--- config.mk ---
export PLATFORM = sky130hd
export DESIGN_NAME = pce_rom_loader
export DESIGN_NICKNAME = d
export VERILOG_FILES = /design/src/rtl/pce_rom_loader.sv
export SDC_FILE = /design/constraint.sdc
export NUM_CORES = 1
export LEC_CHECK = 0
export CAP_MARGIN = 15
export CORE_MARGIN = 2
export CORE_UTILIZATION = 49
export DETAILED_ROUTE_END_ITERATION = 12
export PLACE_DENSITY = 0.89
export SETUP_SLACK_MARGIN = 0.15
export SYNTH_ARGS = -nofsm -noshare
export SYNTH_HDL_FRONTEND = slang
export SYNTH_SLANG_ARGS = --single-unit
--- constraint.sdc ---
create_clock -name clk_sys -period 2.5 [get_ports clk_sys]
set_input_delay 0.375 -clock clk_sys [delete_from_list [all_inputs] [get_ports clk_sys]]
set_output_delay 0.375 -clock clk_sys [all_outputs]
set_load 0.01 [all_outputs]
--- src/rtl/pce_rom_loader.sv ---
// pce_rom_loader: turns the HPS ROM download stream (16-bit ioctl words)
// into toggle-handshake writes on the DDRAM ROM write port.
//
// Ports:
//   clk_sys, reset         system clock, synchronous active-high reset
//   ioctl_download         download window from hps_io
//   ioctl_wr, ioctl_dout   word strobe and data (low byte = lower address)
//   ioctl_wait             back-pressure to hps_io (registered)
//   swap                   reverse bit order inside each byte of a word
//   wr_addr, wr_data       current write (byte address, always even)
//   wr_req / wr_ack        toggle handshake; pending while they differ
//   rom_size               bytes written in the last/current download
//   hdr_present            rom_size has a 512-byte copier header
//   done_flag              download finished, results valid
//   err_overrun            sticky: a word arrived while a write was pending
module pce_rom_loader #(
    parameter int AW      = 24,
    parameter int HDR_BIT = 9
) (
    input  logic          clk_sys,
    input  logic          reset,
    input  logic          ioctl_download,
    input  logic          ioctl_wr,
    input  logic [15:0]   ioctl_dout,
    output logic          ioctl_wait,
    input  logic          swap,
    output logic [AW-1:0] wr_addr,
    output logic [15:0]   wr_data,
    output logic          wr_req,
    input  logic          wr_ack,
    output logic [AW-1:0] rom_size,
    output logic          hdr_present,
    output logic          done_flag,
    output logic          err_overrun
);

    typedef enum logic [2:0] {
        IDLE,
        ARM,
        PEND,
        DRAIN,
        DONE
    } state_t;

    state_t        state, state_n;
    logic          dl_q;
    logic          wait_n;
    logic          req_n;
    logic [AW-1:0] addr_n;
    logic [15:0]   data_n;
    logic [AW-1:0] size_n;
    logic          done_n;
    logic          err_n;
    logic          dl_rise;
    logic          acked;

    function automatic logic [15:0] rev_bytes(input logic [15:0] d);
        logic [15:0] r;
        for (int i = 0; i < 8; i++) begin
            r[i]     = d[7-i];
            r[8+i]   = d[15-i];
        end
        return r;
    endfunction

    assign dl_rise     = ioctl_download & ~dl_q;
    assign acked       = (wr_req == wr_ack);
    assign hdr_present = rom_size[HDR_BIT];

    always_comb begin
        state_n = state;
        wait_n  = ioctl_wait;
        req_n   = wr_req;
        addr_n  = wr_addr;
        data_n  = wr_data;
        size_n  = rom_size;
        done_n  = done_flag;
        err_n   = err_overrun;
        unique case (state)
            IDLE, DONE: begin
                if (dl_rise) begin
                    state_n = ARM;
                    addr_n  = '0;
                    size_n  = '0;
                    done_n  = 1'b0;
                    err_n   = 1'b0;
                end
            end
            ARM: begin
                if (!ioctl_download) begin
                    state_n = DONE;
                    done_n  = 1'b1;
                end else if (ioctl_wr) begin
                    data_n  = swap ? rev_bytes(ioctl_dout) : ioctl_dout;
                    req_n   = ~wr_req;
                    wait_n  = 1'b1;
                    state_n = PEND;
                end
            end
            PEND, DRAIN: begin
                // A word offered while the previous one is still in flight
                // is lost, even on the cycle the ack arrives.
                if (ioctl_wr) begin
                    err_n = 1'b1;
                end
                if (acked) begin
                    wait_n = 1'b0;
                    addr_n = wr_addr + AW'(2);
                    size_n = rom_size + AW'(2);
                    if (state == DRAIN || !ioctl_download) begin
                        state_n = DONE;
                        done_n  = 1'b1;
                    end else begin
                        state_n = ARM;
                    end
                end else if (!ioctl_download) begin
                    state_n = DRAIN;
                end
            end
            default: begin
                state_n = IDLE;
            end
        endcase
    end

    always_ff @(posedge clk_sys) begin
        if (reset) begin
            state       <= IDLE;
            dl_q        <= 1'b0;
            ioctl_wait  <= 1'b0;
            wr_req      <= 1'b0;
            wr_addr     <= '0;
            wr_data     <= '0;
            rom_size    <= '0;
            done_flag   <= 1'b0;
            err_overrun <= 1'b0;
        end else begin
            state       <= state_n;
            dl_q        <= ioctl_download;
            ioctl_wait  <= wait_n;
            wr_req      <= req_n;
            wr_addr     <= addr_n;
            wr_data     <= data_n;
            rom_size    <= size_n;
            done_flag   <= done_n;
            err_overrun <= err_n;
        end
    end

endmodule

Word-level counts from Yosys, hierarchy flattened

Index checks and enable logic that the tools add are counted.

Register bits after elaboration: 72
Latch bits: 0
Memory bits (writable): 0
ROM bits: 0
Input port bits: 22
Output and inout port bits: 69
Word-level logic and storage cells: 65
Memories kept: 0

Add/subtract/negate cells: 2
Multiply operators: 0
Divide/modulo/power cells: 0
Magnitude comparators: 0
Equal/unequal tests: 14
Shifts and indexed selects: 0
Mux-type cells: 23
Bitwise logic cells: 3
Reductions and logical operators: 14

Operators with widths:

| kind                  | count |
|---|---|
| $pmux 24 s2           | 2 |
| $mux 24               | 3 |
| $add 24x2->24 const B | 2 |
| $mux 3                | 6 |
| $mux 16               | 1 |
| $ne 2x2->1 const B    | 7 |
| $reduce_and 3->1      | 4 |
| $pmux 3 s3            | 1 |
| $mux 1                | 7 |
| $eq 3x2->1 const B    | 2 |
| $ne 3x3->1 const B    | 2 |
| $reduce_and 5->1      | 1 |
| $pmux 1 s2            | 2 |
| $reduce_and 4->1      | 1 |
| $reduce_bool 2->1     | 2 |
| $reduce_or 2->1       | 2 |
| $eq 3x1->1 const B    | 1 |
| $eq 3x3->1 const B    | 1 |
| $logic_not 3->1       | 1 |
| $pmux 1 s3            | 1 |
| $reduce_bool 3->1     | 1 |
| $not 1->1             | 2 |
| $and 1x1->1           | 1 |
| $eq 1x1->1            | 1 |
| other kinds (2)       | 2 |

Depth between registers and ports, before layout

Gate-level depths: netlist of run 1.

Depth in word-level cells: 5
Mapped depth: 6
Gate-level depth less buffers: 5

Worst setup path before layout of run 1

No wires, ideal clock.

Path kind: flip-flop to flip-flop
From: register wr_addr[1]
To: register wr_addr[15]
Setup time: 0.135 ns
Arrival time: 1.764 ns
Required time: 2.365 ns
Slack: 0.601 ns
Stages on the path, launching flop included: 6
Path buffers: 0
Clock period less this slack: 1.899 ns
Path through: dfxtp_1 > ha_1 > nand4_1 > or3_2 > o311ai_0 > o41ai_1

Cells in the longest elaborated chain, start to end: 3

Ends and longest elaborated chain:

| item                   | line | source |
|---|---|---|
| start, declared        | 27   | `output logic [AW-1:0] wr_addr,` |
| start signal, assigned | 142  | `wr_addr <= addr_n;` |
| $add 24x2->24          | 108  | `addr_n = wr_addr + AW'(2);` |
| $mux 24                | 106  | `if (acked) begin` |
| $pmux 24 s2            | 79   | `unique case (state)` |

No other way between the ends. The select of a mux whose other input is x is not followed.
A chain may end at the register's enable or synchronous reset.

Worst setup path after layout of run 1

From: register rom_size[1]
To: register rom_size[18]

Cells in the longest elaborated chain, start to end: 3

Ends and longest elaborated chain:

| item                   | line | source |
|---|---|---|
| start, declared        | 31   | `output logic [AW-1:0] rom_size,` |
| start signal, assigned | 144  | `rom_size <= size_n;` |
| $add 24x2->24          | 109  | `size_n = rom_size + AW'(2);` |
| $mux 24                | 106  |  |
| $pmux 24 s2            | 79   |  |

No other way between the ends. The select of a mux whose other input is x is not followed.

==> qor.yml, run 1 <==
clock_tree:
  cts_buffers: 9
  ctsRootBufferMaster: "clkbuf_8"
  cts_tree: "done"
  cts_hold_buf: 0
  clk_latency_ns: 0.35
  cts.sinks: 70
  clk_transition_reported_paths_ns: 0.07
  post_cts_buffers: 0
  cts-resized-gates: 0
  cts.path.max_buffers: 2
  ctsHtreeMaxLevel: 3
route:
  drc: 0
  drt_wl_total_um: 8930
  avgViaCountPerCell: 5.92
  vias: 3456
  drt_first_pass_iters: 4
  antenna_left: 0
  wl_per_cell_um: 15.3
  drt_iter0_markers: 318
yosys:
  ys_warn_count: 0
  synth_cells: 406
  synth_area_um2: 3510
  synth-main-ff-cell: "dfxtp_1"
  yosysUniqueCellTypes: 48
  synth_seq_area_share: 0.399
  synth-edff-count: 0
  async_reset_ff_frac: 0
  avgSynthCellArea_um2: 8.65
  synth_seq_cells: 70
sta:
  min_period_ns: 2.10
  whs_ns: 0.449
  timing.final.crit_share: 0.840
  worst_pin_slew_ns: 0.745
  hold_viol: 0
  tns_ns: 0
  drv_slew: 0
  relSlewSlack: 0.502
  setup_ws_ns: 0.399
  fin_worst_skew_ns: 0.0111
  rsz0062_at_grt: "no"
  setup_viol: 0
  fmax_ghz: 0.476
setup_path:
  reg2reg_slack_ns: 0.40
  reg2reg_depth: 4
  worstReg2RegEnd: "rom_size[18]"
  crit_required_ns: 2.71
  crit_path_start_kind: "flip-flop"
  endpoint: "rom_size[18]"
  arrival_ns: 2.31
  path_class: "flip-flop to flip-flop"
  end_kind: "flip-flop"
  cp_max_fo: 11
  cp-startpoint: "rom_size[1]"
  rr_startpoint: "rom_size[1]"
final_layout:
  nNetsFinal: 507
  drive_above_1_share: 0.0799
  final_cell_mix: "clkdlybuf4s50_1 (88), dfxtp_1 (70), mux2i_1 (31)"
  diodes: 0
  final_common_cell: "clkdlybuf4s50_1"
  postLayoutCoreUtil: 0.684
  fin_cells: 584
  area_growth_syn_to_layout_pct: 33.9
  fin_area_um2: 4700
pwr:
  pwr_density_cell_nw_per_um2: 539
  total_power_mw: 2.53
  ir_worst_vdd_uv: 306
  p_leak_nw: 1.59
placement:
  dp.final_hpwl_um: 6120
  gp_congestion: 0.848
  dp_cells: 568
  portBuffers: 88
  preCtsSetupSlack_ns: 0.151
  dpl_cell_area_um2: 4460
floorplanning:
  rows: 30
  core_um2: 6870
  die_w_um: 88.6
  start_util: 0.511
  die-area_um2: 7860
  die_height_um: 88.6
  io_pins: 91
global_route:
  grt_usage: 0.237
  grt_max_degree: 67
  grt_pass1_wl_um: 15000
  antenna_found_initial: 0
  grt_pass1_vias: 3210
  grt-ovfl-total: 0
worst_hold_path:
  worstHoldPathType: "flip-flop to flip-flop"
run_status:
  status: "completed"
run:
  drv_cap: 0
-- worst max-delay path, cell delays in order (launching register included) --
cell	delay [ns]
dfxtp_1	0.44
nand3_1	0.31
or3_1	0.58
o311ai_0	0.49
o41ai_1	0.15
-- layer usage --
metal	wire, µm	vias to the layer above	global-route usage
met1	3800	1628	0.299
met5	0	-	0
met4	217	0	0.101
met2	4370	117	0.389
li1	-	1687	-
met3	551	24	0.0522
-- how the worst min path moves through the flow --
stage	startpoint	end	slack, ns	cells after the start
final	err_overrun	err_overrun	0.45	2
after global routing	err_overrun	err_overrun	0.48	2
after CTS	done_flag	done_flag	0.46	2
after detailed placement	err_overrun	err_overrun	0.45	2
after global placement	done_flag	done_flag	0.44	2
after floorplan	done_flag	done_flag	0.47	2
-- layout make-up --
class,instances,area (µm²)
clock inverter,7,113
inverter,12,45.0
tap,96,120
multi-input combinational,291,1910
clock buffer,9,124
timing repair buffer,99,988
fill,534,2170
sequential,70,1400
-- power breakdown --
part | total, mW | switching (mW) | internal, mW
logic | 0.286 | 0.156 | 0.131
registers | 1.15 | 0.0173 | 1.13
clock network | 1.10 | 0.439 | 0.657
-- synthesized netlist by cell type, types with 7 or more instances --
library cell | count | share of area
nor2_1 | 24 | 0.026
a21oi_1 | 28 | 0.040
buf_2 | 9 | 0.013
nor3_1 | 9 | 0.013
dfxtp_1 | 70 | 0.40
mux2i_1 | 31 | 0.088
nand2_1 | 30 | 0.032
nand4_1 | 10 | 0.018
or3_1 | 25 | 0.045
o311ai_0 | 7 | 0.017
clkbuf_1 | 17 | 0.018
inv_1 | 12 | 0.013
a211oi_1 | 18 | 0.038
nor4_1 | 10 | 0.018
or4_1 | 13 | 0.028
nand3_1 | 18 | 0.026
o31ai_1 | 13 | 0.028
-- flip-flops by register name (all words and copies together) (netlist names) --
register and count:
dl_q 1, wr_req 1, ioctl_wait 1, rom_size 23, state 3, wr_addr 23, done_flag 1, err_overrun 1
wr_data 16
-- cell families (layout without fill, tap and decap cells) --
group	count (synthesis)	after routing	synth area share
muxes	31	31	0.0884
xor gates and xnor gates	3	3	0.00749
DFF	70	70	0.399
buffers and inverters	46	127	0.0602
adders and majority gates	2	2	0.00713
other	1	2	0.00107
and+or+nand+nor	167	167	0.272
AOI/OAI and AO/OA	86	86	0.165
Power figures use the tool's default switching activity.
==> inputs of run 2 (changes only) <==
==> constraint.sdc (replaced) <==
create_clock -name clk_sys -period 2 [get_ports clk_sys]
set_input_delay 0.3 -clock clk_sys [delete_from_list [all_inputs] [get_ports clk_sys]]
set_output_delay 0.3 -clock clk_sys [all_outputs]
set_load 0.01 [all_outputs]
==> run 2 against run 1 <==
Effect of this change: worst setup slack got worse by 0.28 ns; non-clock buffer count increased by 22; first-iteration DRC count decreased by 23%; fmax increased by 12%; largest power group unchanged; highest routed layer unchanged.
==> qor.yml, run 2 (same netlist as run 1, synthesis figures left out) <==
setup_path:
  reg2reg_depth: 4
  crit_path_max_incr_delay_ns: 0.49
  path_class: "flip-flop to flip-flop"
  crit_path_start_kind: "flip-flop"
  crit_required_ns: 2.21
  end_kind: "flip-flop"
  cp_cell_sequence: "nand4_2 -> or3_4 -> o311ai_0 -> o41ai_1"
  reg2reg_slack_ns: 0.12
  cp_max_fo: 11
  rr_startpoint: "rom_size[6]"
  cpMaxStageDelayCell: "or3_4"
  arrival_ns: 2.09
  worstReg2RegEnd: "rom_size[20]"
global_route:
  antenna_found_initial: 0
  grt_pass1_vias: 3401
  grt_max_degree: 35
  grt_usage: 0.249
  grt-ovfl-total: 0
  grt_pass1_wl_um: 15500
sta:
  min_period_ns: 1.88
  setup_ws_ns: 0.118
  hold_viol: 0
  drv_slew: 0
  setup_viol: 0
  rsz0062_at_grt: "yes"
  fin_worst_skew_ns: 0.00840
  whs_ns: 0.434
  fmax_ghz: 0.531
  timing.final.crit_share: 0.941
clock_tree:
  cts.sinks: 70
  clk_transition_reported_paths_ns: 0.08
  cts_tree: "done"
  ctsHtreeMaxLevel: 3
  cts_buffers: 9
  clk_latency_ns: 0.35
  ctsRootBufferMaster: "clkbuf_8"
  cts.path.max_buffers: 2
route:
  drt_wl_total_um: 10200
  wl_per_cell_um: 16.8
  drt_iter0_markers: 244
  drc: 0
  vias: 3675
  drt_first_pass_iters: 7
  avgViaCountPerCell: 6.06
  antenna_left: 0
final_layout:
  fin_area_um2: 4980
  final_cell_mix: "clkdlybuf4s50_1 (87), dfxtp_1 (65), mux2i_1 (31)"
  multi_input_area_um2: 1960
  area_growth_syn_to_layout_pct: 41.8
  drive_above_1_share: 0.149
  reg_top3: "rom_size: 23 flops, wr_addr: 23 flops, wr_data: 16 flops"
  final_common_cell: "clkdlybuf4s50_1"
  regArea_um2: 1410
  nNetsFinal: 529
  diodes: 0
  n_fill_cell: 476
placement:
  portBuffers: 88
  preCtsSetupSlack_ns: -0.201
  dpl_cell_area_um2: 4610
  gp_congestion: 0.871
  dp.final_hpwl_um: 6650
floorplanning:
  die-area_um2: 7860
  die_height_um: 88.6
  core_um2: 6870
  io_pins: 91
  start_util: 0.511
  rows: 30
  die_w_um: 88.6
run_status:
  status: "completed"
pwr:
  p_leak_nw: 1.73
  ir_worst_vdd_uv: 420
  pwr_density_cell_nw_per_um2: 637
worst_hold_path:
  worstHoldPathType: "input pin to flip-flop"
  hold-path-cell-count: 3
  holdCritStartpoint: "ioctl_download"
  min_to: "dl_q"
run:
  drv_cap: 0
run 2: cell types whose count changed in the layout (fill, tap and decap cells not counted), sizes merged:
cell,previous run,this run
buf,11,30
clkdlybuf4s50,88,87
clkbuf,9,12
clkinv,3,1
bufinv,3,2
dlymetal6s2s,0,1
clkinvlp,1,4
run 2: per-layer routing:
metal,track usage,share of wire,vias to the layer above
met5,0,0,-
met4,0.0744,0.014,0
met3,0.0868,0.089,25
met2,0.413,0.49,201
met1,0.304,0.41,1729
li1,-,-,1720
run 2: worst max path at each step:
stage / from / endpoint / depth (start not counted)
3_5_place_dp: ioctl_download / wr_addr[14] / 6
4_1_cts: wr_ack / wr_addr[10] / 6
3_3_place_gp: ioctl_download / wr_addr[18] / 6
5_1_grt: rom_size[6] / rom_size[20] / 4
6_report: rom_size[6] / rom_size[20] / 4
2_1_floorplan: wr_addr[1] / wr_addr[15] / 5
run 2: through the flow:
step           cells  utilization  setup TNS [ns]  total power, mW
3_5_place_dp     585        0.671           -6.49             1.86
2_1_floorplan    407            -               0             1.69
4_1_cts          601        0.704               0             3.13
5_1_grt          606        0.725               0             3.28
6_report         606        0.725               0             3.17
3_3_place_gp     585        0.671           -3.35             1.84
run 2: layout make-up:
class,count,share of cell area
multi-input cells,291,0.394
well taps,96,0.0241
repair buffers,121,0.245
clock buffers,9,0.0249
inverters,12,0.00905
flip-flops and latches,70,0.283
clock inverters,7,0.0198
run 2: repair_timing:
action | 4_1_cts | 5_1_grt
setup buffers | 0 | 2
endpoints found under the hold margin | 0 | 0
pin swaps | 1 | 1
endpoints found under the setup margin | 16 | 42
resized for setup | 2 | 16
hold buffers | 0 | 0
cloned | 0 | 3
run 2: power breakdown:
part           switching [mW]  leakage, nW  internal [mW]
clock                   0.587       0.0977          0.703
combinational           0.225         1.06          0.220
sequential             0.0221        0.568           1.42
total                   0.834         1.73           2.34
run 2: critical path: cells and delay by family (launching register included):
family / cells / cell delay [ns]
flops: 1 / 0.44
simple gates: 2 / 0.65
compound gates: 2 / 0.64
==> inputs of run 3 (changes only) <==
--- a/config.mk
+++ b/config.mk
@@ -8,6 +8,7 @@
 export CAP_MARGIN = 15
 export CORE_MARGIN = 2
 export CORE_UTILIZATION = 49
+export CTS_CLUSTER_SIZE = 10
 export DETAILED_ROUTE_END_ITERATION = 12
 export PLACE_DENSITY = 0.89
 export SETUP_SLACK_MARGIN = 0.15
==> results of run 3 <==
Final layout, timing and power as in run 2 (identical DEF).
